**config.mk**
```make
export PLATFORM = sky130hd
export DESIGN_NAME = dram4416_ctrl
export DESIGN_NICKNAME = d
export VERILOG_FILES = /design/src/rtl/dram4416_ctrl.sv
export SDC_FILE = /design/constraint.sdc
export NUM_CORES = 1
export LEC_CHECK = 0
export BUFFER_PORTS_ARGS = -buffer_cell sky130_fd_sc_hd__buf_2
export CORE_MARGIN = 3
export CORE_UTILIZATION = 40
export CTS_CLUSTER_SIZE = 16
export DETAILED_ROUTE_END_ITERATION = 10
export PLACE_DENSITY = 0.72
export SYNTH_ARGS = -nofsm -noshare
export SYNTH_HDL_FRONTEND = slang
export SYNTH_SLANG_ARGS = --single-unit
```
**constraint.sdc**
```tcl
create_clock -name clk -period 1.7 [get_ports clk]
set_input_delay 0.425 -clock clk [delete_from_list [all_inputs] [get_ports clk]]
set_output_delay 0.425 -clock clk [all_outputs]
set_load 0.05 [all_outputs]
```
**src/rtl/dram4416_ctrl.sv**
```systemverilog
// dram4416_ctrl: RAS/CAS initiator for one TMS4416 16k x 4 DRAM bank with optional RAS-only refresh.
//   Optional refresh feature: define DRAM4416_CTRL_REFRESH_EN.
//   clk, clr_n       clock (posedge) and asynchronous active-low reset
//   req, we          access request (level) and direction (1=write)
//   addr, wdata      word address ([13:6] row, [5:0] column) and write data
//   rdata, ack, busy read data (held), one-cycle completion pulse, controller not idle
//   rasn, casn       registered DRAM strobes
//   gn, wn           registered DRAM output / write enables
//   a, din, dout     multiplexed DRAM address, data to DRAM, data from DRAM
module dram4416_ctrl #(
   parameter int PRECHARGE_CYCLES = 1,
   parameter int REFRESH_INTERVAL = 256,
   parameter int RFSH_RAS_CYCLES  = 2
) (
   input  logic        clk,
   input  logic        clr_n,
   input  logic        req,
   input  logic        we,
   input  logic [13:0] addr,
   input  logic [3:0]  wdata,
   output logic [3:0]  rdata,
   output logic        ack,
   output logic        busy,
   output logic        rasn,
   output logic        casn,
   output logic        gn,
   output logic        wn,
   output logic [7:0]  a,
   output logic [3:0]  din,
   input  logic [3:0]  dout
);
   typedef enum logic [3:0] {IDLE, ADDR, RAS, COL, CAS, DATA, PRE, RADDR, RRAS} state_t;
   state_t state, state_n;
   logic we_q, we_n;
   logic [5:0] col_q, col_n;
   logic [15:0] pcnt, pcnt_n;
   logic rasn_n, casn_n, gn_n, wn_n, ack_n;
   logic [7:0] a_n;
   logic [3:0] din_n, rdata_n;
   logic rfsh_go;
   logic [7:0] rfsh_row;
   assign busy = state != IDLE;
`ifdef DRAM4416_CTRL_REFRESH_EN
   logic [15:0] timer, rcnt, rcnt_n;
   logic pending, rfsh_done, expire;
   assign expire  = timer == 16'(REFRESH_INTERVAL - 1);
   assign rfsh_go = pending;
   // An expiry on the same edge the refresh finishes re-arms pending rather than being lost.
   always_ff @(posedge clk or negedge clr_n)
      if (!clr_n) begin
         timer    <= '0;
         pending  <= 1'b0;
         rfsh_row <= '0;
         rcnt     <= '0;
      end else begin
         timer    <= expire ? '0 : timer + 16'd1;
         pending  <= (pending & ~rfsh_done) | expire;
         rfsh_row <= rfsh_row + {7'd0, rfsh_done};
         rcnt     <= rcnt_n;
      end
`else
   logic unused_cfg;
   assign rfsh_go    = 1'b0;
   assign rfsh_row   = '0;
   assign unused_cfg = ^{REFRESH_INTERVAL, RFSH_RAS_CYCLES};
`endif
   always_ff @(posedge clk or negedge clr_n)
      if (!clr_n) begin
         state <= IDLE;
         rasn  <= 1'b1;
         casn  <= 1'b1;
         gn    <= 1'b1;
         wn    <= 1'b1;
         a     <= '0;
         din   <= '0;
         rdata <= '0;
         ack   <= 1'b0;
         we_q  <= 1'b0;
         col_q <= '0;
         pcnt  <= '0;
      end else begin
         state <= state_n;
         rasn  <= rasn_n;
         casn  <= casn_n;
         gn    <= gn_n;
         wn    <= wn_n;
         a     <= a_n;
         din   <= din_n;
         rdata <= rdata_n;
         ack   <= ack_n;
         we_q  <= we_n;
         col_q <= col_n;
         pcnt  <= pcnt_n;
      end
   // Strobes and a are never updated on the same edge, so the DRAM's negedge latches see stable a.
   always_comb begin
      state_n = state;
      rasn_n  = rasn;
      casn_n  = casn;
      gn_n    = gn;
      wn_n    = wn;
      a_n     = a;
      din_n   = din;
      rdata_n = rdata;
      ack_n   = 1'b0;
      we_n    = we_q;
      col_n   = col_q;
      pcnt_n  = pcnt;
`ifdef DRAM4416_CTRL_REFRESH_EN
      rcnt_n    = rcnt;
      rfsh_done = 1'b0;
`endif
      case (state)
         IDLE:
            if (rfsh_go) begin
               state_n = RADDR;
               a_n     = rfsh_row;
            end else if (req) begin
               state_n = ADDR;
               a_n     = addr[13:6];
               din_n   = wdata;
               we_n    = we;
               col_n   = addr[5:0];
            end
         ADDR: begin
            state_n = RAS;
            rasn_n  = 1'b0;
         end
         RAS: begin
            state_n = COL;
            a_n     = {1'b0, col_q, 1'b0};
         end
         COL: begin
            state_n = CAS;
            casn_n  = 1'b0;
            wn_n    = ~we_q;
            gn_n    = we_q;
         end
         CAS: state_n = DATA;
         DATA: begin
            state_n = PRE;
            rasn_n  = 1'b1;
            casn_n  = 1'b1;
            gn_n    = 1'b1;
            wn_n    = 1'b1;
            ack_n   = 1'b1;
            rdata_n = we_q ? rdata : dout;
            pcnt_n  = '0;
         end
         PRE:
            if (pcnt == 16'(PRECHARGE_CYCLES - 1)) state_n = IDLE;
            else pcnt_n = pcnt + 16'd1;
`ifdef DRAM4416_CTRL_REFRESH_EN
         RADDR: begin
            state_n = RRAS;
            rasn_n  = 1'b0;
            rcnt_n  = '0;
         end
         RRAS:
            if (rcnt == 16'(RFSH_RAS_CYCLES - 1)) begin
               state_n   = PRE;
               rasn_n    = 1'b1;
               pcnt_n    = '0;
               rfsh_done = 1'b1;
            end else rcnt_n = rcnt + 16'd1;
`endif
         default: state_n = IDLE;
      endcase
   end
endmodule

```
==> metrics.md, run 1 <==
| Metric | Value |
|---|---|
| Final period utilization | `1.041` |
| Area of the die | `6654 um^2` |
| HP Class | `in -> async` |
| Post-route minimum period | `1770 ps` |
| Synth Cell Area | `2285 um^2` |
| Mean post-synth cell area | `10.88 um^2` |
| Share of layout cells above drive strength 1 | `0.4596` |
| Routed WL | `4915 um` |
| Finished Core Util | `0.5727` |
| TritonCTS clock tree | `done` |
| Synth unique cells | `39` |
| Final Skew | `6.324 ps` |
| CTS Sinks | `47` |
| Slew headroom | `0.7648` |
| Post-DP HPWL | `3261 um` |
| CTS Buf Count | `5` |
| Most used flip-flop cell after synthesis | `dfrtp_1` |
| RSZ-0062 raised after global routing | `yes` |
| Initial antenna violation count | `0` |
| Reg2Reg Setup Slack | `-70 ps` |
| Htree depth | `2` |
| Fmax | `0.5651 GHz` |
| Reg2Reg Depth | `6` |
| Largest net degree at the start of global routing | `48` |
| Final Max Tran Viols | `0` |
| Post-detailed-route DRC marker count | `0` |
| Post-synth EDFFs | `0` |
| DRT antenna net count | `0` |
| # port buffers | `47` |
| Sw Share | `0.4373` |
| Initial DRC count | `90` |
| Leakage | `1.441 nW` |
| CP delay by family, top | `buffers and inverters` |
| Die H | `81.58 um` |
| Most crowded layer after global routing | `met2` |
| Initial Util | `0.4309` |
| Final Worst Setup Slack | `-69.62 ps` |
| Final RePlAce weighted congestion | `0.8388` |
| Final setup violation count | `11` |
| CP max stage cell | `dfrtp_2` |
| Status | `finished, violations left` |
| Power Total | `0.005133 W` |
| Register area share after synthesis | `0.5170` |
| CP endpoint kind | `flop` |
| Logic pwr share | `0.504` |
| Clock-pin slew on the worst setup and hold paths | `90 ps` |
| Seq pwr share | `0.330` |
| Initial DRT Pass Iterations | `4` |
| Synth Net Count | `238` |
| Root Buffer | `clkbuf_8` |
| Crit start category | `flop` |
| Synth Register Bits | `47` |
| P_int | `0.002888 W` |
| Ranking of synthesized cells by area | `dfrtp_1 47%, mux2_2 6.9%, nand2_1 6.7%` |
| Most used cell, CP | `buf_4` |
| Fraction of met2 tracks used by global routing | `0.2370` |
| Worst vdd ir | `0.0009824 V` |
| Clk Latency, worst-skew pair | `300 ps` |
| Area growth from synthesis to layout | `32.91%` |
| Setup CP Type | `reg -> reg` |
| RR Startpoint | `state[1]` |
| R2r endpoint | `din[2]` |
| Top Ports | `48` |
| Diodes inserted | `0` |
| Switch Pwr | `0.002244 W` |
| Met1 Use GR | `0.2162` |
| PwrDens | `1690 nW/um^2` |
| First-pass GRT wire length | `8038 um` |
| Yosys warning total | `0` |
| Post-synth top area share | `0.4710` |
| Failing checks | `setup timing` |
| Vias in the first global route | `1706` |
| Met3 usage | `0.04276` |
| Worst EP arrival | `1970 ps` |
| Critical path cell sequence | `buf_4, buf_4, nor4b_4, buf_4, clkbuf_16, mux2_2` |
| Gr usage total | `0.1538` |
| CP bufs+invs | `4` |
| Die X-Extent | `81.58 um` |
| Vias per Instance | `5.155` |
| Detailed-route via count | `1830` |
| Cells after Synth | `210` |
| CP max stage delay | `430 ps` |
| Nets | `312` |
| Clock power share | `0.166` |
| Clk buf depth | `2` |
| Synth area leader | `dfrtp_1` |
| Largest fanout on the critical path | `6` |
| Crit path required time | `1900 ps` |
| Max cap viols | `0` |
| Post-synth ARST share | `1.000` |
| Gr ovfl total | `0` |
| Rows | `26` |
| Routed length per placed instance | `13.85 um` |
| Worst slew pin tran | `349.6 ps` |
| Final number of hold-violating endpoints | `0` |
| Core area | `5303 um^2` |
==> per-stage QoR <==
stage	cells	setup slack [ps]	area (um^2)	hold WS, ps	TNS [ps]
after floorplan	210	32.91	2285	129.4	0
after global placement	336	42.83	2703	431.4	0
after detailed placement	336	-7.964	2703	425.6	-7.964
after CTS	349	-53.76	2883	96.28	-53.76
after global routing	355	-96.61	3037	98.27	-779.7
final	355	-69.62	3037	86.15	-519.3
==> area by class of cell <==
cell class | instances | area [um^2]
tap | 70 | 87.58
sequential | 47 | 1185
multi-input combinational | 144 | 1069
inverter | 6 | 22.52
clock inverter | 3 | 47.55
fill | 425 | 2266
clock buffer | 5 | 68.82
timing repair buffer | 80 | 556.8
==> power by group through the flow <==
stage	sequential (W)	combinational [W]	clock, W
detailed placement	0.00176	0.00227	0
CTS	0.00169	0.00245	0.000875
global placement	0.00175	0.00223	0
finish	0.00169	0.00259	0.000853
floorplan	0.00251	0.000938	0
global route	0.00175	0.00277	0.000922
==> cell usage after synthesis, types with 3 or more instances <==
library cell	instances
a31oi_1	8
a21oi_1	6
nand2_1	41
nor2_1	6
o21ai_0	6
inv_1	6
and4_1	3
buf_2	7
nor4_1	5
dfrtp_1	43
nor4_2	3
dfstp_2	4
nand3_1	6
buf_6	4
nor3_1	4
mux2i_1	9
mux2_2	14
a22oi_1	6
==> worst register-to-register path, stage by stage (launching register included) <==
cell and delay [ps]:
dfrtp_2 430, buf_4 160, buf_4 150, nor4b_4 260, buf_4 190, clkbuf_16 160
mux2_2 320
==> what timing repair did <==
item / in CTS / in global routing
gates resized for setup: 8 / 15
pin swaps: 2 / 4
setup buffers: 5 / 4
hold buffers: 0 / 0
setup endpoints to repair: 3 / 22
cloned: 0 / 2
==> state kept, by name, indices dropped and copies added (netlist names) <==
register,cells
a,8
casn,1
pcnt,16
state,3
col_q,6
din,4
rasn,1
rdata,4
gn,1
wn,1
ack,1
we_q,1
==> layer usage <==
metal	routed length, um	vias up
met1	2182	879
met4	41	0
met3	318	7
li1	-	896
met5	0	-
met2	2372	48
==> how the worst max path moves through the flow <==
| stage | start | to | depth (start not counted) |
|---|---|---|---|
| floorplan | pcnt[0] | pcnt[3] | 7 |
| global placement | pcnt[0] | pcnt[12] | 7 |
| detailed placement | pcnt[0] | pcnt[12] | 7 |
| CTS | state[1] | busy | 3 |
| global route | state[1] | busy | 3 |
| finish | state[1] | din[2] | 6 |
==> cells in the final DEF, fill, tap and decap left out, types with 6 or more instances in the layout <==
cell     netlist  layout
nand2_1       41      41
a21oi_1        6       6
mux2_2        14      14
mux2i_1        9       9
a22oi_1        6       6
inv_1          6       6
dfrtp_1       43      40
o21ai_0        6       6
buf_4          2      27
a31oi_1        8       8
buf_2          7      46
nand3_1        6       6
==> cell families after synthesis <==
| logic type | count (synthesis) | share of synthesized area |
|---|---|---|
| buffers and inverters | 19 | 0.05147 |
| AO/OA/AOI/OAI | 32 | 0.08872 |
| multiplexers | 23 | 0.1084 |
| AND/OR/NAND/NOR | 87 | 0.2234 |
| adder cells (fa/ha/maj) | 2 | 0.01095 |
| flip-flops | 47 | 0.5170 |
(Power assumes the default switching activity.)
==> run 2, diff against run 1 <==
Settings changed: ABC_CLOCK_PERIOD_IN_PS set to 2230, CORE_UTILIZATION 40 to 58, PLACE_DENSITY 0.72 to 0.92.
Clock period 1.7 ns to 2.23 ns, I/O delays scaled along.
==> run 2 against run 1 <==
The flow now finishes without violations. Critical path depth down 4. Clock-buffer cell count unchanged. Total power down 33%. Combinational power down 40%. Largest cell class unchanged. Non-clock buffer count down 30. Clock power down 38%. Sequential power down 19%. Global-route usage up 4.9 points. Design area down 14%.
==> metrics.md, run 2 (same netlist as run 1, synthesis figures left out) <==
| Metric | Value |
|---|---|
| Status | `complete, no violations` |
| Share of layout cells above drive strength 1 | `0.3412` |
| Routed WL | `4256 um` |
| CTS Buf Count | `5` |
| RR Startpoint | `state[1]` |
| Final Max Tran Viols | `0` |
| Max cap viols | `0` |
| Post-detailed-route DRC marker count | `0` |
| Worst EP arrival | `1520 ps` |
| Sw Share | `0.4704` |
| Reg2Reg Setup Slack | `250 ps` |
| Vias in the first global route | `1621` |
| Clock power share | `0.153` |
| Slew headroom | `0.6259` |
| Hold-fix buffers, CTS | `0` |
| Final number of hold-violating endpoints | `0` |
| Die H | `68.76 um` |
| Gr ovfl total | `0` |
| Non-Filler Cell Area, Final | `2599 um^2` |
| # fillers | `273` |
| Post-route minimum period | `2078 ps` |
| Detailed-route via count | `1731` |
| Largest register FFs | `16` |
| Initial antenna violation count | `0` |
| Seq pwr share | `0.396` |
| Area taken by multi-input logic gates | `985.9 um^2` |
| Rows | `22` |
| Final Skew | `5.877 ps` |
| Root Buffer | `clkbuf_8` |
| Initial DRC count | `114` |
| RSZ-0062 raised after global routing | `no` |
| Post-CTS setup repair buffer count | `0` |
| Leakage | `1.205 nW` |
| # port buffers | `47` |
| P_int | `0.001833 W` |
| Crit path required time | `1670 ps` |
| PwrDens | `1332 nW/um^2` |
| Die X-Extent | `68.76 um` |
| TritonCTS clock tree | `done` |
| Area growth from synthesis to layout | `13.75%` |
| First-pass GRT wire length | `7169 um` |
| Worst vdd ir | `0.0008551 V` |
| Worst slew pin tran | `561.2 ps` |
| Final period utilization | `0.9318` |
| Reg2Reg Depth | `4` |
| Setup CP Type | `reg -> out` |
| CTS Sinks | `47` |
| Reg area | `1181 um^2` |
| DRT antenna net count | `0` |
| Vias per Instance | `5.713` |
| Final RePlAce weighted congestion | `0.8146` |
| Commonest non-fill, non-tap cells in the layout | `47 x buf_2, 43 x dfrtp_1, 41 x nand2_1` |
| Post-Route Setup TNS | `0 ps` |
| Biggest regs | `pcnt x16, a x8, col_q x6` |
| Largest fanout on the critical path | `14` |
| Initial Util | `0.6148` |
| Largest net degree at the start of global routing | `48` |
| Area of the die | `4728 um^2` |
| Routed length per placed instance | `14.05 um` |
| Clock-pin slew on the worst setup and hold paths | `90 ps` |
| Commonest non-fill, non-tap cell in the layout | `buf_2` |
| Clk Latency, worst-skew pair | `300 ps` |
| Clk buf depth | `2` |
| Crit start category | `flop` |
| Fmax | `0.4812 GHz` |
| R2r endpoint | `pcnt[7]` |
| Power Total | `0.003461 W` |
| Post-CTS sizing | `0` |
| HP Class | `in -> async` |
| Initial DRT Pass Iterations | `4` |
| Logic pwr share | `0.451` |
| Htree depth | `2` |
| Top Ports | `48` |
| Reg with most FFs | `pcnt` |
| Core area | `3716 um^2` |
| Switch Pwr | `0.001628 W` |
| Post-DP HPWL | `3103 um` |
| Final setup violation count | `0` |
| Nets | `282` |
| Gr usage total | `0.2028` |
| Placed cell area | `2507 um^2` |
| CP endpoint kind | `primary output` |
| Diodes inserted | `0` |
## run 2: cell types whose count changed in the layout (fill, tap and decap cells not counted), sizes merged
| cell | previous run | this run |
|---|---|---|
| clkbuf | 7 | 5 |
| inv | 7 | 8 |
| buf | 78 | 50 |
| bufinv | 1 | 0 |
## run 2: power by group through the flow
stage / sequential, W / combinational (W) / clock [W]
finish: 0.00137 / 0.00156 / 0.000529
global route: 0.00141 / 0.00168 / 0.000582
CTS: 0.00137 / 0.00158 / 0.000541
detailed placement: 0.00138 / 0.00158 / 0
global placement: 0.00136 / 0.00154 / 0
floorplan: 0.00192 / 0.000715 / 0
## run 2: cell type report
type                    count  share of cell area
repair buffers             50             0.09918
well taps                  48             0.02311
flip-flops and latches     47              0.4545
multi-input cells         144              0.3794
clock buffers               5             0.02648
inverters                   6            0.008666
clock inverters             3            0.008666
## run 2: worst max path at each step
stage              from        to
2_1_floorplan  state[1]      busy
3_3_place_gp   state[1]  rdata[3]
3_5_place_dp   state[1]   pcnt[8]
4_1_cts        state[1]      busy
5_1_grt        state[1]   pcnt[5]
6_report       state[1]      busy
## run 2: layer usage
layer | up-vias | wire, um | part of all wire | GRT usage
li1 | 836 | - | - | -
met1 | 840 | 1873 | 0.44 | 0.2747
met2 | 49 | 2100 | 0.49 | 0.3159
met3 | 6 | 234 | 0.055 | 0.04862
met4 | 0 | 47 | 0.011 | 0.07786
met5 | - | 0 | 0 | 0
## run 2: metrics by stage
stage	std cells	hold WS [ps]	util	setup WS, ps
finish	303	319.1	0.6993	152.0
global route	303	366.4	0.6993	57.33
CTS	303	341.9	0.6993	145.5
detailed placement	295	460.0	0.6747	264.5
global placement	295	455.3	0.6747	386.8
floorplan	210	261.9	-	467.1
## run 2: worst max-delay path: stages, from the launching register on
cell,delay [ps]
dfrtp_1,570
or3_1,430
buf_2,220
